<file path="config.mk">
export PLATFORM = sky130hd
export DESIGN_NAME = alu_exec_unit
export DESIGN_NICKNAME = d
export VERILOG_FILES = /design/src/rtl/alu_exec_unit.sv
export SDC_FILE = /design/constraint.sdc
export NUM_CORES = 1
export LEC_CHECK = 0
export CAP_MARGIN = 20
export CELL_PAD_IN_SITES_DETAIL_PLACEMENT = 1
export CELL_PAD_IN_SITES_GLOBAL_PLACEMENT = 1
export CORE_ASPECT_RATIO = 0.6
export CORE_UTILIZATION = 39
export DETAILED_ROUTE_END_ITERATION = 8
export PLACE_DENSITY = 0.78
export SKIP_CTS_REPAIR_TIMING = 1
export SLEW_MARGIN = 30
export SYNTH_ARGS = -nofsm -noshare
export SYNTH_HDL_FRONTEND = slang
export SYNTH_SLANG_ARGS = --single-unit
</file>
<file path="constraint.sdc">
create_clock -name clk -period 7.8 [get_ports clk]
set_input_delay 1.56 -clock clk [delete_from_list [all_inputs] [get_ports clk]]
set_output_delay 1.56 -clock clk [all_outputs]
set_load 0.005 [all_outputs]
</file>
<file path="src/rtl/alu_exec_unit.sv">
// alu_exec_unit: execution-stage ALU with valid/ready handshakes on both sides.
// Supports AND, OR, ADD, SUB (with signed less-than for branches) and SLL.
// Unknown operation codes return result 0 with bad_op set.
// Configuration macro FAST_SHIFT_EN:
//   defined   - SLL uses a one-cycle barrel shifter; no SHIFT state is built.
//   undefined - SLL shifts one bit per cycle, taking shamt cycles in SHIFT.
module alu_exec_unit #(
  parameter int WIDTH   = 64,
  parameter int SHAMT_W = 6
) (
  input  logic               clk,
  input  logic               reset,
  input  logic               in_valid,
  output logic               in_ready,
  input  logic [3:0]         operation,
  input  logic [WIDTH-1:0]   a,
  input  logic [WIDTH-1:0]   b,
  output logic               out_valid,
  input  logic               out_ready,
  output logic [WIDTH-1:0]   result,
  output logic               zero,
  output logic               lt,
  output logic               bad_op
);

  localparam logic [3:0] OP_AND = 4'b0000;
  localparam logic [3:0] OP_OR  = 4'b0001;
  localparam logic [3:0] OP_ADD = 4'b0010;
  localparam logic [3:0] OP_SUB = 4'b0110;
  localparam logic [3:0] OP_SLL = 4'b0111;

`ifdef FAST_SHIFT_EN
  typedef enum logic [1:0] {
    IDLE = 2'd0,
    DONE = 2'd2
  } state_t;
`else
  typedef enum logic [1:0] {
    IDLE  = 2'd0,
    SHIFT = 2'd1,
    DONE  = 2'd2
  } state_t;
`endif

  state_t               state;
  logic [SHAMT_W-1:0]   shamt;
  logic [WIDTH-1:0]     op_res;
  logic                 op_lt;
  logic                 op_bad;
  logic                 accept;

`ifndef FAST_SHIFT_EN
  logic                 start_shift;
  logic [WIDTH-1:0]     acc;
  logic [SHAMT_W-1:0]   cnt;
  logic [WIDTH-1:0]     acc_next;

  assign acc_next = {acc[WIDTH-2:0], 1'b0};
`endif

  // A new operation can enter when idle, or when the held result retires this edge.
  assign in_ready = (state == IDLE) || ((state == DONE) && out_ready);
  assign accept   = in_ready && in_valid;
  assign shamt    = b[SHAMT_W-1:0];

  // Decode the incoming operation into its single-cycle result and flags.
  always_comb begin
    // NOTE: every output of this block gets a default first so no path leaves
    // a value unassigned, which would otherwise infer a latch.
    op_res = '0;
    op_lt  = 1'b0;
    op_bad = 1'b0;
`ifndef FAST_SHIFT_EN
    start_shift = 1'b0;
`endif
    case (operation)
      OP_AND: op_res = a & b;
      OP_OR:  op_res = a | b;
      OP_ADD: op_res = a + b;
      OP_SUB: begin
        op_res = a - b;
        // Compare the operands directly; the sign of a-b is wrong on overflow.
        op_lt  = $signed(a) < $signed(b);
      end
      OP_SLL: begin
`ifdef FAST_SHIFT_EN
        op_res = a << shamt;
`else
        if (shamt == '0) begin
          op_res = a;
        end else begin
          start_shift = 1'b1;
        end
`endif
      end
      default: op_bad = 1'b1;
    endcase
  end

  // Handshake FSM: capture, optional iterative shift, hold result until retired.
  always_ff @(posedge clk) begin
    // NOTE: all state here uses non-blocking assignments so every register
    // samples the pre-edge values, independent of statement order.
    if (!reset) begin
      // NOTE: acc and cnt are deliberately left out of reset; they are always
      // loaded on entry to SHIFT and never observed outside it.
      state     <= IDLE;
      out_valid <= 1'b0;
      result    <= '0;
      zero      <= 1'b0;
      lt        <= 1'b0;
      bad_op    <= 1'b0;
    end else if (accept) begin
`ifndef FAST_SHIFT_EN
      if (start_shift) begin
        state     <= SHIFT;
        out_valid <= 1'b0;
        acc       <= a;
        cnt       <= shamt;
      end else
`endif
      begin
        state     <= DONE;
        out_valid <= 1'b1;
        result    <= op_res;
        zero      <= (op_res == '0);
        lt        <= op_lt;
        bad_op    <= op_bad;
      end
    end else if ((state == DONE) && out_ready) begin
      state     <= IDLE;
      out_valid <= 1'b0;
    end
`ifndef FAST_SHIFT_EN
    else if (state == SHIFT) begin
      acc <= acc_next;
      cnt <= cnt - 1'b1;
      if (cnt == SHAMT_W'(1)) begin
        state     <= DONE;
        out_valid <= 1'b1;
        result    <= acc_next;
        zero      <= (acc_next == '0);
        lt        <= 1'b0;
        bad_op    <= 1'b0;
      end
    end
`endif
  end

endmodule
</file>
* Yosys cells after proc, flatten, opt, wreduce, memory -nomap -nowiden
Cells that the tools add are included.
Widths: inputs -> output; s select.
** Cells by class
- Reduce and logical (&&, ||, !) cells :: 16
- Add/subtract/negate cells :: 3
- Bitwise logic cells :: 2
- Multiplexer cells :: 41
- Order comparisons :: 1
- Equal/unequal tests :: 10
** Operators with widths (number)
- $mux 64 :: 6
- $pmux 64 s5 :: 1
- $mux 63 :: 4
- $logic_not 64->1 :: 2
- $add 64x64->64 :: 1
- $and 64x64->64 :: 1
- $lt 64x64->1 :: 1
- $or 64x64->64 :: 1
- $sub 64x64->64 :: 1
- $mux 6 :: 4
- $mux 1 :: 21
- $mux 2 :: 5
- $eq 4x3->1 const B :: 2
- $reduce_and 4->1 :: 2
- $eq 6x1->1 const B :: 1
- $logic_not 6->1 :: 1
- $reduce_bool 3->1 :: 2
- $sub 6x1->6 const B :: 1
- $reduce_or 5->1 :: 1
- $eq 4x1->1 const B :: 1
- $eq 4x2->1 const B :: 1
- $logic_not 4->1 :: 1
- $ne 2x2->1 const B :: 2
- $reduce_bool 2->1 :: 2
- 7 further kinds :: 8
** Storage, ports and cells
- Register bits :: 139
- Input bits :: 136
- Output and inout bits :: 69

* Depth between registers and ports, before layout
- Depth after elaboration :: 6
- Gate-level depth with buffers :: 17

* Worst setup path after synthesis
No wires, ideal clock.
- Path kind :: in2reg
- Start point :: input out_ready
- End point :: register acc[0], enable pin
- Required time :: 7.198 ns
- Setup time :: 0.602 ns
- Arrival :: 7.491 ns
- Stages :: 7
- Path buffers :: 2
- Slack :: -0.293 ns
- Cell sequence :: inv_1 a21oi_1 and2_1 clkbuf_1 clkbuf_1 nand2_1 a21boi_0
** Between the ends
- Cells in the longest elaborated chain, start to end :: 5
- Elaborated cells between the ends (all ways) :: 7
- Those cells by class :: 2 x eq/ne; 5 x reduce/logical
** RTL lines
- from (decl) :: RTL line 19 : input logic out_ready,
- $logic_and 1x1->1 (*) :: RTL line 62 : assign in_ready = (state == IDLE) || ((state == DONE) && out_ready);
- $logic_or 1x1->1 (*) :: RTL line 62
- named net in_ready :: RTL line 14 : output logic in_ready,
- $logic_and 1x1->1 (*) :: RTL line 63 : assign accept = in_ready && in_valid;
- $ne 2x1->1 (no source line) (tied with other cells)
- $reduce_and 4->1 (no source line) (*)
- to (signal assigned) :: RTL line 136 : acc <= acc_next;
- to (decl) :: RTL line 54 : logic [WIDTH-1:0] acc;
The timed path passes the listed nets; every way through them passes the cells marked *.
A chain may end at the register's enable or synchronous reset.

* Final worst setup path
- Start point :: input a[22]
- End point :: register zero
** Between the ends
- Cells in the longest elaborated chain, start to end :: 5
- Elaborated cells between the ends (all ways) :: 9
- Those cells by class :: 2 x add/sub; 4 x mux; 2 x bitwise; 1 x reduce/logical
** RTL lines
- from (decl) :: RTL line 16 : input logic [WIDTH-1:0] a,
- $sub 64x64->64 (tied with other cells) :: RTL line 81 : op_res = a - b;
- $pmux 64 s5 (*) :: RTL line 76 : case (operation)
- $logic_not 64->1 (*) :: RTL line 126 : zero <= (op_res == '0);
- $mux 1 (*) :: RTL line 115 : if (start_shift) begin
- $mux 1 (*) :: RTL line 113 : end else if (accept) begin
- to (signal assigned) :: RTL line 126
- to (signal assigned) :: RTL line 142 : zero <= (acc_next == '0);
- to (decl) :: RTL line 21 : output logic zero,
Every way passes the cells marked *; elsewhere a longest branch is shown, timed or not. The select of a mux whose other input is x is not followed.

==> impl_results.md <==
* Status: complete, no violations
* Post-Route WL at 111500 µm
* Post-DRT Antenna Nets at 0
* Post-Syn Instances at 2614
* Share of cells above drive strength 1 at under 10%
* Clock root cell: clkbuf_16
* # nets final at about 3.1k
* Register area share after synthesis at 18.21%
* Distinct cell type count after synthesis at roughly 100
* Fin Setup TNS at 0 ns
* Final setup vio count at 0
* Starting Density at 39.56%
* Top Ports at just over 200
* Initial DRC Count at ~3.8k
* Crit path launch type: input port
* Mapped Area at 0.01896 mm²
* CTS tree: done
* Number of synthesized flops with an enable pin at 69
* Reg2reg start: out_valid
* Worst slew pin tran at roughly 1.1 ns
* Reg2reg end: zero
* CTS max path bufs at 2
* Final-report max-slew violation count at 0
* RSZ-0062 raised after global routing: false
* Port Buffers at slightly above 200
* CP max FO at 13
* Worst Skew at ~0.021 ns
* Die height at between 150 and 200 µm
* Drt pass-1 iters at 6
* Largest net degree at the start of global routing at 143
* Final worst path period share at about nine tenths
* Minimum clock period at 7.160 ns
* HPWL Detailed at approximately 90000 µm
* Layout area overhead at 17.21%
* Core area at about 0.048 mm²
* Total grt overflow at 0
* Clock sinks at 138
* DRC viols at 0
* Worst Hold Launch: result[61]
* Total die area at around 0.050 mm²
* Final weighted congestion in routability-driven placement at approximately 1.1
* Reg2Reg Depth at 13
* Worst Hold Class: reg -> reg
* Static Leak at between 8 and 9 nW
* Clk slew on worst S/H paths at roughly 0.080 ns
* Critical Setup Path Class: in -> reg
* Antenna violations before repair at 5
* Fraction of registers with async set/reset at 0%
* Power per cell area at 141.0 mW/mm²
* Setup crit start: a[22]
* WP data required at 8.17 ns
* H-tree levels at 4
* Vias at between 20k and 25k
* Wire per inst at about 33 µm
* Gr usage total at 43.87%
* Max Clock Freq at between 0.1 and 0.15 GHz
* Largest vdd supply drop at 0.0001510 V
* Syn Nets at 2961
* Post-route total power at between 3 and 4 mW
* #FFs+latches synth at 138
* Reg2reg setup slack at roughly 3.6 ns
* # fillers at 6010
* Synth Warn # at 0
* Via density at just under 7
* Worst setup EP type: flip-flop
* Dpl ws at between 0.5 and 0.6 ns
* Register Area at around 0.0035 mm²
* Vias in the first global route at 22.33k
* Ys flop type: edfxtp_1
* Max_slew headroom at 25.75%
* Clock Latency Late Sink at 0.48 ns
* Cts bufs inserted at 17
* Die W at 286.7 µm
* Critical Path Sink: zero
* First-pass GRT wire length at between 150000 and 200000 µm
* Row Count at 62
* Mean Syn Cell Area at 7.254 µm²
* WP data arrival at ~7.5 ns
* Area of the multi-input gates at roughly 0.014 mm²
* Max Cap Violations at 0
* Fin. Hold Viols at 0
* Worst hold path depth at 2
* Setup slack after layout at 0.6402 ns
-- layer usage --
| layer | vias up | track usage (%) | part of all wire, % |
|---|---|---|---|
| met5 | - | 1.442 | 0.13 |
| met4 | 8 | 6.595 | 1.5 |
| met3 | 146 | 20.87 | 17 |
| met2 | 1734 | 54.06 | 36 |
| met1 | 11800 | 67.11 | 46 |
| li1 | 9911 | - | - |
-- registers in the layout, summed over array words and instances, names as in the netlist --
name       cells
result        64
out_valid      1
cnt            6
state          1
lt             1
bad_op         1
zero           1
acc           63
-- how the worst min path moves through the flow --
stage | to | slack (ns)
floorplan | result[47] | 0.46
global placement | result[61] | 0.45
detailed placement | result[61] | 0.46
CTS | result[61] | 0.47
global route | result[61] | 0.51
finish | result[61] | 0.47
-- cell type report --
| class | instances | area share (%) |
|---|---|---|
| Tap cell | 640 | 3.603 |
| Timing Repair Buffer | 261 | 11.13 |
| Antenna cell | 4 | 0.04503 |
| Inverter | 239 | 4.036 |
| Clock buffer | 17 | 1.914 |
| Sequential cell | 138 | 15.54 |
| Clock inverter | 15 | 0.6755 |
| Multi-Input combinational cell | 2077 | 63.05 |
-- critical path: stages --
cell             delay (ns)
clkdlybuf4s50_1        0.80
inv_1                  0.13
ha_1                   0.57
nor4_1                 0.72
nand2_1                0.23
a2111o_1               0.42
nand3_2                0.21
o221ai_1               0.24
xor2_1                 0.23
a221oi_2               0.85
and4_1                 0.35
nand4_1                0.15
nor4_1                 0.54
nand3_1                0.21
o41ai_2                0.30
-- power breakdown --
part	total (mW)	leakage [nW]	internal [mW]	switching, mW
logic	1.44	7.34	0.463	0.979
clock network	0.869	0.278	0.426	0.443
registers	0.822	1.19	0.793	0.0289
total	3.13	8.81	1.68	1.45
-- placed cells by master, fill, tap and decap left out, types with 21 or more instances in the layout --
cell type        synthesis  layout
nand3_1                 52      52
nor2_1                 186     186
a31oi_1                 32      32
mux2i_1                 39      39
nor4_1                  55      53
a22oi_1                 58      58
ha_1                   209     209
nand4_1                 52      52
o31ai_1                 36      34
a211oi_1                39      39
nor3_1                  59      57
a21oi_1                225     224
edfxtp_1                69      69
o211ai_1                32      32
nand2_1                246     246
clkdlybuf4s50_1          0     202
and2_1                  41      41
inv_1                  237     237
a21boi_0                33      32
o22ai_1                 28      28
o21a_1                  22      21
nor2b_1                 32      32
dfxtp_1                 69      69
a21o_1                  26      26
o21ai_0                212     211
buf_4                    5      57
-- through the flow --
step | cells | instance area (µm²) | utilization (%) | hold WS, ns
final | 3391 | 22230 | 46.36 | 0.4702
after global routing | 3387 | 22220 | 46.34 | 0.5124
after CTS | 3387 | 22190 | 46.29 | 0.4729
after detailed placement | 3355 | 21610 | 45.09 | 0.4624
after global placement | 3355 | 21600 | 45.06 | 0.4537
after floorplan | 2614 | 18960 | - | 0.4575
-- Yosys cell counts (all sizes together), types with 37 or more instances --
| library cell | count | area share, % |
|---|---|---|
| nor4 | 57 | 2.0 |
| nand4 | 52 | 1.7 |
| nor2 | 186 | 3.7 |
| o21ai | 223 | 5.9 |
| nor3 | 62 | 1.7 |
| a21boi | 37 | 1.5 |
| dfxtp | 69 | 7.3 |
| inv | 239 | 4.7 |
| buf | 70 | 1.9 |
| and2 | 41 | 1.4 |
| a211oi | 41 | 1.7 |
| clkbuf | 90 | 1.8 |
| nand3 | 53 | 1.4 |
| a21oi | 228 | 6.1 |
| ha | 209 | 14 |
| o31ai | 40 | 1.7 |
| mux2i | 39 | 2.1 |
| a22oi | 58 | 2.3 |
| nand2 | 246 | 4.9 |
| edfxtp | 69 | 11 |
-- logic make-up (layout without fill, tap and decap cells) --
family	Yosys count	count (layout)	share of synthesized area, %
compound gates	974	974	34.59
simple gates	831	831	21.69
buf+inv	399	532	8.386
fa+ha+maj	211	211	14.00
flops	138	138	18.21
mux	42	42	2.237
xor+xnor	19	19	0.8775
other cells	0	4	0
Power figures use the tool's default switching activity.
